### src/rtl/pulse_train_gen.sv
// Pulse-train stimulus source for the NOR delay chain under evaluation.
// Emits npulse pulses of H=max(high_cyc,1) active cycles followed by
// L=max(low_cyc,1) quiescent cycles. Configuration is captured when a train
// starts, so the inputs may change freely while the train runs.
module pulse_train_gen #(
    parameter int CNT_W = 16,
    parameter int NP_W  = 8
) (
    input  logic             myclk,
    input  logic             myrst,
    input  logic             start,
    input  logic             abort,
    input  logic             idle_lvl,
    input  logic [CNT_W-1:0] high_cyc,
    input  logic [CNT_W-1:0] low_cyc,
    input  logic [NP_W-1:0]  npulse,
    output logic             myout,
    output logic             busy,
    output logic             done,
    output logic [NP_W-1:0]  pcount
);

    typedef enum logic [1:0] {
        IDLE = 2'b00,
        ACT  = 2'b01,
        QUI  = 2'b10
    } state_t;

    // Load value for a down-counter that must last max(len,1) cycles:
    // the counter expires when it reads zero, so load len-1 (0 for len=0).
    // Counting down from len-1 never wraps, so the all-ones length is exact.
    function automatic logic [CNT_W-1:0] phase_load(input logic [CNT_W-1:0] len);
        if (len == {CNT_W{1'b0}}) begin
            phase_load = {CNT_W{1'b0}};
        end else begin
            phase_load = len - CNT_W'(1'b1);
        end
    endfunction

    state_t            state, state_nx;
    logic [CNT_W-1:0]  cnt, cnt_nx;
    logic              idle_lat, idle_lat_nx;
    logic [CNT_W-1:0]  high_lat, high_lat_nx;
    logic [CNT_W-1:0]  low_lat, low_lat_nx;
    logic [NP_W-1:0]   np_lat, np_lat_nx;
    logic              myout_nx, busy_nx, done_nx;
    logic [NP_W-1:0]   pcount_nx;
    logic [NP_W:0]     pc_inc;

    // Next-state and next-output logic; every register's next value defaults to hold.
    always_comb begin
        state_nx    = state;
        cnt_nx      = cnt;
        idle_lat_nx = idle_lat;
        high_lat_nx = high_lat;
        low_lat_nx  = low_lat;
        np_lat_nx   = np_lat;
        myout_nx    = myout;
        busy_nx     = busy;
        done_nx     = 1'b0;
        pcount_nx   = pcount;
        pc_inc      = {1'b0, pcount} + (NP_W+1)'(1'b1);

        case (state)
            IDLE: begin
                myout_nx = idle_lvl;
                if (busy) begin
                    // A zero-pulse train accepted last edge completes here.
                    busy_nx = 1'b0;
                    done_nx = 1'b1;
                end else if (start) begin
                    idle_lat_nx = idle_lvl;
                    high_lat_nx = high_cyc;
                    low_lat_nx  = low_cyc;
                    np_lat_nx   = npulse;
                    pcount_nx   = {NP_W{1'b0}};
                    busy_nx     = 1'b1;
                    if (npulse != {NP_W{1'b0}}) begin
                        state_nx = ACT;
                        myout_nx = ~idle_lvl;
                        cnt_nx   = phase_load(high_cyc);
                    end else begin
                        state_nx = IDLE;
                    end
                end else begin
                    state_nx = IDLE;
                end
            end

            ACT: begin
                if (abort) begin
                    state_nx = IDLE;
                    myout_nx = idle_lat;
                    busy_nx  = 1'b0;
                    cnt_nx   = {CNT_W{1'b0}};
                end else if (cnt == {CNT_W{1'b0}}) begin
                    state_nx = QUI;
                    myout_nx = idle_lat;
                    cnt_nx   = phase_load(low_lat);
                end else begin
                    cnt_nx = cnt - CNT_W'(1'b1);
                end
            end

            QUI: begin
                if (abort) begin
                    state_nx = IDLE;
                    myout_nx = idle_lat;
                    busy_nx  = 1'b0;
                    cnt_nx   = {CNT_W{1'b0}};
                end else if (cnt == {CNT_W{1'b0}}) begin
                    // Count the pulse, saturating at the latched pulse count.
                    if ({1'b0, pcount} < {1'b0, np_lat}) begin
                        pcount_nx = pc_inc[NP_W-1:0];
                    end else begin
                        pcount_nx = pcount;
                    end
                    if (pc_inc < {1'b0, np_lat}) begin
                        state_nx = ACT;
                        myout_nx = ~idle_lat;
                        cnt_nx   = phase_load(high_lat);
                    end else begin
                        state_nx = IDLE;
                        myout_nx = idle_lat;
                        busy_nx  = 1'b0;
                        done_nx  = 1'b1;
                        cnt_nx   = {CNT_W{1'b0}};
                    end
                end else begin
                    cnt_nx = cnt - CNT_W'(1'b1);
                end
            end

            default: begin
                state_nx = IDLE;
                myout_nx = idle_lat;
                busy_nx  = 1'b0;
                cnt_nx   = {CNT_W{1'b0}};
            end
        endcase
    end

    // State, counter, latched configuration and output registers.
    always_ff @(posedge myclk or posedge myrst) begin
        if (myrst) begin
            state    <= IDLE;
            cnt      <= {CNT_W{1'b0}};
            idle_lat <= 1'b0;
            high_lat <= {CNT_W{1'b0}};
            low_lat  <= {CNT_W{1'b0}};
            np_lat   <= {NP_W{1'b0}};
            myout    <= 1'b0;
            busy     <= 1'b0;
            done     <= 1'b0;
            pcount   <= {NP_W{1'b0}};
        end else begin
            state    <= state_nx;
            cnt      <= cnt_nx;
            idle_lat <= idle_lat_nx;
            high_lat <= high_lat_nx;
            low_lat  <= low_lat_nx;
            np_lat   <= np_lat_nx;
            myout    <= myout_nx;
            busy     <= busy_nx;
            done     <= done_nx;
            pcount   <= pcount_nx;
        end
    end

endmodule

### config.mk
export PLATFORM = sky130hd
export DESIGN_NAME = pulse_train_gen
export DESIGN_NICKNAME = d
export VERILOG_FILES = /design/src/rtl/pulse_train_gen.sv
export SDC_FILE = /design/constraint.sdc
export NUM_CORES = 1
export LEC_CHECK = 0
export ABC_AREA = 1
export CAP_MARGIN = 20
export CELL_PAD_IN_SITES_DETAIL_PLACEMENT = 0
export CELL_PAD_IN_SITES_GLOBAL_PLACEMENT = 2
export CORE_AREA = 4 4 141 143
export DETAILED_ROUTE_END_ITERATION = 12
export DIE_AREA = 0 0 145 147
export GPL_TIMING_DRIVEN = 0
export MAX_ROUTING_LAYER = met4
export PLACE_DENSITY_LB_ADDON = 0.08
export SLEW_MARGIN = 20
export SYNTH_ARGS = -nofsm -noshare
export SYNTH_HDL_FRONTEND = slang
export SYNTH_SLANG_ARGS = --single-unit
### constraint.sdc
create_clock -name myclk -period 6.3 [get_ports myclk]
set_clock_uncertainty 0.2 [all_clocks]
set_input_delay 0.945 -clock myclk [delete_from_list [all_inputs] [get_ports myclk]]
set_output_delay 0.945 -clock myclk [all_outputs]
set_load 0.01 [all_outputs]
======== Word level (Yosys, flattened, before mapping) ========
Cells that the tools add are included.
storage, ports and cells
  word-level logic and storage cells ...... 93
  ROM bits ................................ 0
  register bits ........................... 70
  latch bits .............................. 0
  memory bits (writable) .................. 0
  memories kept ........................... 0
cells by class
  multiply operators ...................... 0
  equal/unequal tests ..................... 12
  divide/modulo/power cells ............... 0
  magnitude comparators ................... 2
  reductions and logical operators ........ 13
  shift operators ......................... 0
  add/sub/neg operators ................... 5
  bitwise gates (word level) .............. 3
  muxes and demuxes ....................... 48
operators with widths
  cell                   count
  $mux 16                11
  $logic_not 16->1       4
  $sub 16x1->16 const B  4
  $pmux 16 s3            1
  $mux 8                 5
  $mux 1                 20
  $pmux 8 s2             1
  $ne 2x2->1 const B     7
  $mux 2                 6
  $reduce_and 3->1       4
  $add 8x1->9 const B    1
  $lt 9x8->1             1
  $ne 3x3->1 const B     3
  $lt 8x8->1             1
  $reduce_bool 8->1      1
  $pmux 1 s3             2
  $pmux 2 s3             1
  $reduce_and 6->1       1
  $not 1->1              3
  $eq 2x1->1 const B     1
  $eq 2x2->1 const B     1
  $logic_not 2->1        1
  $pmux 1 s2             1
  $reduce_and 2->1       1
  $reduce_bool 2->1      1

======== Logic depth before layout (Yosys ltp) ========
Gate-level depths: netlist (run 1).
  depth after elaboration ................. 6
  gate-level depth with buffers ........... 21
  mapped depth without buffers ............ 21

======== Worst setup path after synthesis (run 1) ========
No wires, ideal clock.
  path kind ............................... register to register
  start point ............................. register pcount[0]
  end point ............................... register cnt[13]
  period minus slack after synthesis ...... 2.758 ns
  stages on the path, launching flop included .. 20
  arrival ................................. 2.442 ns
  data required time ...................... 5.983 ns
  slack ................................... 3.542 ns
  path through ............................ dfrtp_1 > ha_1 > nand2_1 > nor2_2 > nand2_1 > nor2_1 > xnor2_1 > inv_1 > ha_1 > nand2_1 > inv_1 > nand3_1 > inv_1 > nand3_1 > nand2_2 > nor2_1 > o21bai_1 > nand3_1 > nand2_1 > nand2_1
on the way
  longest elaborated chain between the ends .. 6
ends and longest elaborated chain
  what                      line  RTL
  start: declaration        20    output logic [NP_W-1:0] pcount
  start signal: assignment  155   pcount <= {NP_W{1'b0}};
  start signal: assignment  166   pcount <= pcount_nx;
  $add 8x1->9               62    pc_inc = {1'b0, pcount} + (NP_W+1)'(1'b1);
  $lt 9x8->1                118   if (pc_inc < {1'b0, np_lat}) begin
  $mux 16                   118
  $mux 16                   111   end else if (cnt == {CNT_W{1'b0}}) begin
  $mux 16                   106   if (abort) begin
  $pmux 16 s3               64    case (state)
  end signal: assignment    147   cnt <= {CNT_W{1'b0}};
  end signal: assignment    158   cnt <= cnt_nx;
  end: declaration          41    logic [CNT_W-1:0] cnt, cnt_nx;
Every way passes these cells.
A chain may end at the register's enable or synchronous reset.

======== Final worst setup path (run 1) ========
  start point ............................. input high_cyc[0]
  end point ............................... register cnt[7]
on the way
  longest elaborated chain between the ends .. 6
  elaborated cells between the ends (all ways) .. 7
ends and longest elaborated chain
  what                                               line    RTL
  start: declaration                                 14      input logic [CNT_W-1:0] high_cyc,
  $sub 16x1->16 or $logic_not 16->1 (tied branches)  36, 33
  $mux 16 (*)                                        33      if (len == {CNT_W{1'b0}}) begin
  $mux 16 (*)                                        78      if (npulse != {NP_W{1'b0}}) begin
  $mux 16 (*)                                        71      end else if (start) begin
  $mux 16 (*)                                        67      if (busy) begin
  $pmux 16 s3 (*)                                    64
Every way passes the cells marked *; elsewhere a longest branch is shown, timed or not. The select of a mux whose other input is x is not followed.

==> results of run 1 <==
-- power by group through the flow --
stage               combinational [mW]  clock, mW  sequential, mW
floorplan                         1.05          0           0.791
CTS                               1.52      0.557           0.837
global route                      1.72      0.572           0.868
finish                            1.50      0.539           0.836
detailed placement                1.51          0           0.843
global placement                  1.51          0           0.843
-- how the worst max path moves through the flow --
stage                         end  slack, ns  cells after the start
after detailed placement   cnt[7]       2.55                     12
after global placement     cnt[2]       1.90                      2
after floorplan              busy       3.39                      1
after CTS                  cnt[7]       2.88                     12
after global routing      cnt[13]       2.72                     19
final                      cnt[7]       2.93                     12
-- state kept, by name, indices dropped and copies added, names as in the netlist --
signal and flops:
np_lat 8, myout 1, done 1, high_lat 16
state 2, low_lat 16, pcount 8, idle_lat 1
cnt 16, busy 1
-- layout make-up --
type	instances	area share (%)
flip-flops and latches	70	26.30
repair buffers	56	8.565
inverters	100	5.672
plain buffers	17	1.427
clock inverters	4	0.6762
multi-input cells	648	49.12
well taps	234	4.395
clock buffers	12	3.850
-- cells in the final DEF, fill, tap and decap left out, types with 8 or more instances in the layout --
cell type        count
a21oi_1             32
clkbuf_1            13
clkbuf_16            9
clkdlybuf4s50_1     55
dfrtp_1             70
ha_1                20
inv_1               91
inv_2                8
nand2_1            252
nand3_1             68
nand4_1             16
nor2_1             115
nor3_1              10
o21ai_0             39
o21ai_1             13
o21ai_2             11
xnor2_1             11
xor2_1              25
-- stage by stage --
stage                     area [um^2]  hold slack (ns)
after floorplan                  5494           0.2530
after global placement           6337           0.2712
after detailed placement         6360           0.2784
after CTS                        6661           0.2937
after global routing             6661           0.3056
final                            6661           0.2955
-- kinds of logic (layout without fill, tap and decap cells) --
logic type      Yosys count  count (layout)  share of synthesized area [%]
compound gates          105             105                          10.91
flops                    70              70                          31.88
fa+ha+maj                20              20                          4.555
xor+xnor                 36              36                          5.739
mux                       4               4                         0.8198
simple gates            483             483                          37.53
buf+inv                 117             189                          8.563
-- layer usage --
metal	global-route usage, %	vias to the layer above
met5	-	-
li1	-	2802
met3	2.992	24
met2	28.24	108
met4	6.081	0
met1	25.06	2518
-- critical path, stage by stage --
cell,delay [ns]
clkdlybuf4s50_1,0.40
inv_1,0.16
ha_1,0.24
nand2_1,0.11
nor2_2,0.21
nand3_1,0.18
o21ai_2,0.37
inv_2,0.17
o21ai_0,0.31
nand2_1,0.15
nand2_1,0.09
nand2_1,0.05
==> metrics.yaml, run 1 <==
fin_cells: 1141
r2r_slack_ns: 3.02
grt_pass1_wl_mm: 30.28
slew_viol_final: 0
post-route-min-period_ns: 3.373
synthesis.nets: 900
clkLatencyLatePin_ns: 0.34
rsz0062_at_grt: "no"
required_ns: 6.33
multi_input_area_um2: 3272
hpwl_mm: 15.26
crit_arrival_ns: 3.40
antenna_found_initial: 0
routed_via_density: 4.778
synthArstFlopShare_pct: 100.0
netlist-cell-type-count: 36
reg2reg_to: "cnt[13]"
h-tree-depth: 3
final-setup-viol-count: 0
max-cap-violations: 0
firstDrtPassIters: 5
die_y_um: 147
grt-ovfl-total: 0
p_switching_mw: 1.398
cts_tree: "built"
met2_length_mm: 8.362
clock_sinks: 70
cts_resized: 0
timing.fmax_ghz: 0.2965
ir_worst_vdd_mv: 0.1996
yosys-top-cells-area: "dfrtp_1 (32%), nand2_1 (17%), nor2_1 (7.9%)"
crit_start: "high_cyc[0]"
internal_power_mw: 1.478
yosys.cell_count.top_type: "nand2_1"
path_max_fanout: 10
wl_met3_um: 820
r2r_start: "pcount[0]"
ant_nets: 0
gp_congestion: 0.8837
syn_inst: 835
vias: 5452
hold_class: "register to register"
hold_path.startpoint: "np_lat[1]"
powerDensity_nw_per_um2: 431.7
route.top_layer_used: "met4"
start_kind: "input port"
clockBufferDepth: 2
drive_gt1_share_pct: 7.277
core_um2: 18580
crit_path_end_kind: "register"
dp_worst_setup_slack_ns: 2.546
ys_seq_area_share_pct: 31.88
whs_path_depth: 2
final_util_pct: 35.85
wl_per_cell_um: 16.45
synth_largest_area_cell: "dfrtp_1"
root_buffer: "clkbuf_16"
nFillCells: 2027
synth.top_cells.by_count: "nand2_1 (252), nor2_1 (115), inv_1 (92), dfrtp_1 (70), nand3_1 (68)"
clockPowerShare_pct: 18.7
syn_to_final_growth_pct: 21.25
postCtsSetupRepairBufs: 0
p_sw_share_pct: 48.62
die_w_um: 145
diodes: 0
syn_avg_cell_area_um2: 6.580
status: "finished, final reports clean"
track_usage_pct: 18.46
hold_violations: 0
slew-limit-headroom_pct: 44.08
die_area_um2: 21320
syn-cell-area_um2: 5494
yosys.area.top_type_share_pct: 31.88
pin_count: 56
holdPathEnd: "np_lat[1]"
io_buffer_count: 55
p_seq_share_pct: 29.1
tightest_slew_ns: 0.8388
ctsHoldBuffers: 0
synth_enable_flop_cells: 0
register_area_um2: 1752
path_clk_slew_ns: 0.06
num_rows: 50
ys_ff_latch: 70
cts_buffers: 9
finalCritPeriodShare_pct: 53.53
grt_max_degree: 38
fin_total_pwr_mw: 2.876
drt_wl_total_mm: 18.77
wl_met1_mm: 9.158
p_comb_share_pct: 52.2
synth-main-ff-cell: "dfrtp_1"
fin_tns_setup_ns: 0
ff2ff_path_depth: 19
drtIter0Drc: 377
setup_slack_ns: 2.927
placedCellCount: 1125
start_util_pct: 29.57
nNetsFinal: 967
grt_pass1_vias: 5412
drcViolationCount: 0
path_class: "input port to register"
leakage_nw: 3.258
yosysWarnings: 0
(Power assumes the default switching activity.)
==> run 2: changes to the inputs <==
clock period = 3.35 ns   (was 6.3 ns; I/O delays follow)
==> metrics.yaml, run 2 (same netlist as run 1, synthesis figures left out) <==
clkLatencyLatePin_ns: 0.34  # about the same
post-route-min-period_ns: 3.065
drcViolationCount: 0  # unchanged
p_switching_mw: 2.641  # +89%
antenna_found_initial: 0  # unchanged
diodes: 0  # unchanged
use_met1_pct: 25.06  # unchanged
required_ns: 3.36  # -2.97 ns
start_util_pct: 29.57  # unchanged
io_buffer_count: 55  # unchanged
firstDrtPassIters: 4  # -1
max-cap-violations: 0  # unchanged
clockPowerShare_pct: 18.7  # about the same
layout_commonest_cell: "nand2_1"
final-setup-viol-count: 0  # unchanged
p_sw_share_pct: 48.69  # +0.073 points
leakage_nw: 3.260  # about the same
ant_nets: 0  # unchanged
p_comb_share_pct: 52.3  # about the same
clock_sinks: 70  # unchanged
crit_arrival_ns: 3.07  # -0.33 ns
register_area_um2: 1753  # about the same
drive_gt1_share_pct: 7.497  # +0.22 points
die_y_um: 147  # unchanged
hold_path.startpoint: "np_lat[1]"
tightest_slew_ns: 0.8430  # +0.004193 ns
vias: 5451  # -0.018%
wl_per_cell_um: 16.44  # about the same
die_w_um: 145  # unchanged
met3_usage_pct: 2.992  # unchanged
slew_viol_final: 0  # unchanged
nNetsFinal: 967  # unchanged
pin_count: 56  # unchanged
num_rows: 50  # unchanged
postCtsSetupRepairBufs: 0  # unchanged
drtIter0Drc: 360  # -4.5%
hold_class: "register to register"
path_clk_slew_ns: 0.06  # about the same
multi_input_area_um2: 3299  # +0.84%
cts_resized: 0  # unchanged
grt_busiest_layer: "met2"
timing.fmax_ghz: 0.3262
path_max_fanout: 7  # -3
cts_tree: "built"
finalCritPeriodShare_pct: 91.50
internal_power_mw: 2.783  # +88%
grt-ovfl-total: 0  # unchanged
fin_cells: 1141  # unchanged
placedCellCount: 1125  # unchanged
gp_congestion: 0.8837  # unchanged
hold_violations: 0  # unchanged
clockBufferDepth: 2  # unchanged
slew-limit-headroom_pct: 43.80  # -0.28 points
h-tree-depth: 3  # unchanged
grt_max_degree: 38  # unchanged
drt_wl_total_mm: 18.76  # about the same
die_area_um2: 21320  # unchanged
track_usage_pct: 18.46  # unchanged
crit_start: "pcount[0]"
p_seq_share_pct: 29.0  # about the same
hpwl_mm: 15.26  # unchanged
syn_to_final_growth_pct: 21.77
start_kind: "register"
ir_worst_vdd_mv: 0.3754  # +88%
cts_buffers: 9  # unchanged
grt_pass1_vias: 5412  # unchanged
biggestRegsByFlops: "cnt (16), high_lat (16), low_lat (16)"
final_util_pct: 36.01  # +0.15 points
ctsHoldBuffers: 0  # unchanged
rsz0062_at_grt: "no"
gr-usage-met2_pct: 28.24  # unchanged
crit_path_end_kind: "register"
root_buffer: "clkbuf_16"
core_um2: 18580  # unchanged
routed_via_density: 4.777  # about the same
nFillCells: 2031  # +0.20%
grt_pass1_wl_mm: 30.28  # unchanged
path_class: "register to register"
status: "finished, final reports clean"
powerDensity_nw_per_um2: 810.8  # +88%
r2r_start: "pcount[0]"
layout_common_cells: "nand2_1 (252), nor2_1 (115), inv_1 (91), dfrtp_1 (69), nand3_1 (67)"
==> run 2: final cells by class <==
class                   instances  area share, %
multi-input cells             648          49.32
flip-flops and latches         70          26.20
repair buffers                 56          8.528
inverters                     100          5.648
well taps                     234          4.376
clock buffers                  12          3.834
plain buffers                  17          1.421
clock inverters                 4         0.6733
==> run 2: power by group through the flow <==
stage | clock network [mW] | logic [mW] | registers, mW
CTS | 1.05 | 2.86 | 1.57
global placement | 0 | 2.83 | 1.59
finish | 1.01 | 2.84 | 1.57
global route | 1.08 | 3.24 | 1.63
detailed placement | 0 | 2.84 | 1.59
floorplan | 0 | 1.98 | 1.49
==> run 2: worst paths after layout <==
check,end,slack [ns],cells past startpoint
min in group asynchronous,high_lat[15],0.32,2
worst min register to register,np_lat[1],0.29,2
max in group asynchronous,pcount[0],2.03,3
worst max register to register,cnt[1],0.28,17
worst max-delay path,cnt[1],0.28,17
worst min-delay path,np_lat[1],0.29,2
==> run 2: metrics by stage <==
stage	worst slack (ns)	instance area [um^2]	setup TNS, ns	total power [mW]	hold slack (ns)
global placement	-0.6108	6337	-42.15	4.417	0.2712
detailed placement	0.03858	6360	0	4.426	0.2784
CTS	0.04736	6661	0	5.480	0.2937
global route	0.01192	6690	0	5.951	0.3056
floorplan	0.5916	5494	0	3.469	0.2530
finish	0.2847	6690	0	5.425	0.2945
==> run 2: per-layer routing <==
metal / part of all wire (%) / routed length (um)
met4: 2.3 / 427
met2: 44 / 8310
met3: 4.6 / 855
met5: 0 / 0
met1: 49 / 9163
==> run 2: worst max-delay path, stage by stage (launching register included) <==
cell	delay [ns]
dfrtp_2	0.42
ha_1	0.20
nand2_1	0.10
nor2_4	0.14
xnor2_1	0.13
inv_1	0.08
ha_1	0.29
nand2_1	0.07
nor2_1	0.25
nand4_1	0.14
nor2_1	0.18
nor2_4	0.10
nand2_1	0.09
nand2_1	0.06
nand2_1	0.05
nand2_1	0.04
o21ai_1	0.28
nand2_1	0.10
==> run 3: changes to the inputs <==
CORE_AREA = 4 4 137 139   (was 4 4 141 143)
DIE_AREA = 0 0 141 143   (was 0 0 145 147)
==> metrics.yaml, run 3 (same netlist as run 1, synthesis figures left out) <==
status: "finished, final reports clean"
ir_worst_vdd_mv: 0.3718  # -0.97%
reg2reg_to: "cnt[4]"
io_buffer_count: 55  # unchanged
routed_via_density: 4.778  # about the same
die_y_um: 143  # -2.7%
p_seq_share_pct: 28.5  # -0.5 points
die_w_um: 141  # -2.8%
fin_total_pwr_mw: 5.509  # +1.6%
register_area_um2: 1753  # unchanged
drt_wl_total_mm: 18.74  # about the same
hpwl_mm: 15.16  # -0.68%
hold_violations: 0  # unchanged
h-tree-depth: 3  # unchanged
slew_viol_final: 0  # unchanged
fin_cells: 1141  # unchanged
powerDensity_nw_per_um2: 817.1  # +0.78%
nNetsFinal: 972  # +0.52%
root_buffer: "clkbuf_16"
pin_count: 56  # unchanged
hold_path.startpoint: "np_lat[4]"
holdPathEnd: "np_lat[4]"
start_kind: "register"
core_um2: 17660  # -5.0%
wl_per_cell_um: 16.42  # about the same
clockPowerShare_pct: 19.6  # +0.9 points
ant_nets: 0  # unchanged
drive_gt1_share_pct: 8.114  # +0.62 points
vias: 5452  # +0.018%
nFillCells: 1967  # -3.2%
r2r_slack_ns: 0.27  # -0.02 ns
p_comb_share_pct: 51.9  # -0.4 points
start_util_pct: 31.12  # +1.5 points
firstDrtPassIters: 5  # +1
drtIter0Drc: 360  # unchanged
post-route-min-period_ns: 3.083  # +0.01748 ns
num_rows: 49  # -2.0%
drcViolationCount: 0  # unchanged
tightest_slew_ns: 0.8030  # -0.04003 ns
final-setup-viol-count: 0  # unchanged
hold_class: "register to register"
gr-usage-met2_pct: 30.57  # +2.3 points
grt_busiest_layer: "met2"
crit_path_end_kind: "register"
multi_input_area_um2: 3297  # about the same
path_class: "register to register"
die_area_um2: 20160  # -5.4%
rsz0062_at_grt: "yes"
timing.fmax_ghz: 0.3244  # -0.57%
grt_max_degree: 38  # unchanged
layout_commonest_cell: "nand2_1"
whs_path_depth: 2  # unchanged
ctsHoldBuffers: 0  # unchanged
required_ns: 3.38  # +0.02 ns
met3_usage_pct: 3.215  # +0.22 points
path_clk_slew_ns: 0.06  # about the same
use_met1_pct: 25.89  # +0.83 points
antenna_found_initial: 0  # unchanged
placedCellCount: 1120  # -0.44%
p_switching_mw: 2.659  # +0.67%
path_max_fanout: 7  # unchanged
crit_arrival_ns: 3.12  # +0.05 ns
grt_pass1_vias: 5363  # -0.91%
clockBufferDepth: 2  # unchanged
finalCritPeriodShare_pct: 92.02  # +0.52 points
p_sw_share_pct: 48.27  # -0.42 points
clock_sinks: 70  # unchanged
cts_tree: "built"
cts_buffers: 9  # unchanged
track_usage_pct: 19.55  # +1.1 points
slew-limit-headroom_pct: 46.47  # +2.7 points
syn_to_final_growth_pct: 22.71
ff2ff_path_depth: 22  # +5
layout_common_cells: "nand2_1 (251), nor2_1 (115), inv_1 (91), dfrtp_1 (69), nand3_1 (67)"
diodes: 0  # unchanged
grt_pass1_wl_mm: 29.68  # -2.0%
clkLatencyLatePin_ns: 0.35  # about the same
leakage_nw: 3.288  # +0.84%
gp_congestion: 0.9471  # +7.2%
grt-ovfl-total: 0  # unchanged
max-cap-violations: 0  # unchanged
internal_power_mw: 2.850  # +2.4%
final_util_pct: 38.18  # +2.2 points
r2r_start: "pcount[0]"
biggestRegsByFlops: "cnt (16), high_lat (16), low_lat (16)"
## run 3: changes by cell type in the layout (fill, tap and decap cells not counted), sizes merged
cell      before  now
clkbuf        24   23
buf            6   11
bufinv         1    2
clkinv         3    1
inv          100  101
clkinvlp       0    1
## run 3: through the flow
step	TNS, ns	setup slack [ns]	hold WS, ns	cell area, um^2
3_3_place_gp	-42.12	-0.6091	0.2712	6331
4_1_cts	0	0.04165	0.2937	6678
2_1_floorplan	0	0.5916	0.2530	5494
5_1_grt	-0.01321	-0.01321	0.3175	6741
3_5_place_dp	0	0.03683	0.2782	6354
6_report	0	0.2672	0.2876	6741
## run 3: cell type report
class	count	share of cell area (%)
tap	229	4.250
timing repair buffer	61	9.020
inverter	100	5.605
sequential	70	26.00
multi-input combinational	648	48.90
clock buffer	11	3.601
clock inverter	5	1.206
buffer	17	1.411
## run 3: timing repair
action                     in CTS  in global routing
hold endpoints to repair        0                  0
setup endpoints to repair       0                 18
setup buffers                   0                  5
resized for setup               0                  6
## run 3: worst max-delay path, stage by stage (launching register included)
cell and delay, ns:
dfrtp_2 0.42, ha_1 0.21, nand2_1 0.10, nor2_4 0.14, nand2_1 0.07, nor2_1 0.11, xnor2_1 0.12, inv_1 0.08
ha_1 0.30, nand2_1 0.06, inv_1 0.09, nand3_1 0.10, nor2_1 0.18, nor2_4 0.09, buf_4 0.14, nand3_1 0.07
nand2_1 0.06, nand2_1 0.09, nand2_1 0.09, nand2_1 0.06, nand2_1 0.05, nand2_1 0.06, nand2_1 0.06
## run 3: layer usage
| metal | vias to the layer above | wire length [um] |
|---|---|---|
| met5 | - | 0 |
| met4 | 0 | 410 |
| met3 | 25 | 782 |
| met2 | 92 | 8491 |
| met1 | 2531 | 9054 |
| li1 | 2804 | - |
## run 3: worst max path at each step
stage	startpoint	slack [ns]	endpoint
finish	pcount[0]	0.27	cnt[4]
global placement	myrst	-0.61	cnt[3]
floorplan	pcount[0]	0.59	cnt[13]
detailed placement	high_cyc[0]	0.04	cnt[7]
global route	pcount[0]	-0.01	cnt[6]
CTS	pcount[0]	0.04	cnt[9]
## run 3: power groups by stage
stage	registers (mW)	clock network [mW]	logic, mW
global placement	1.58	0	2.83
detailed placement	1.58	0	2.85
floorplan	1.49	0	1.98
finish	1.57	1.08	2.86
global route	1.63	1.14	3.26
CTS	1.57	1.11	2.87
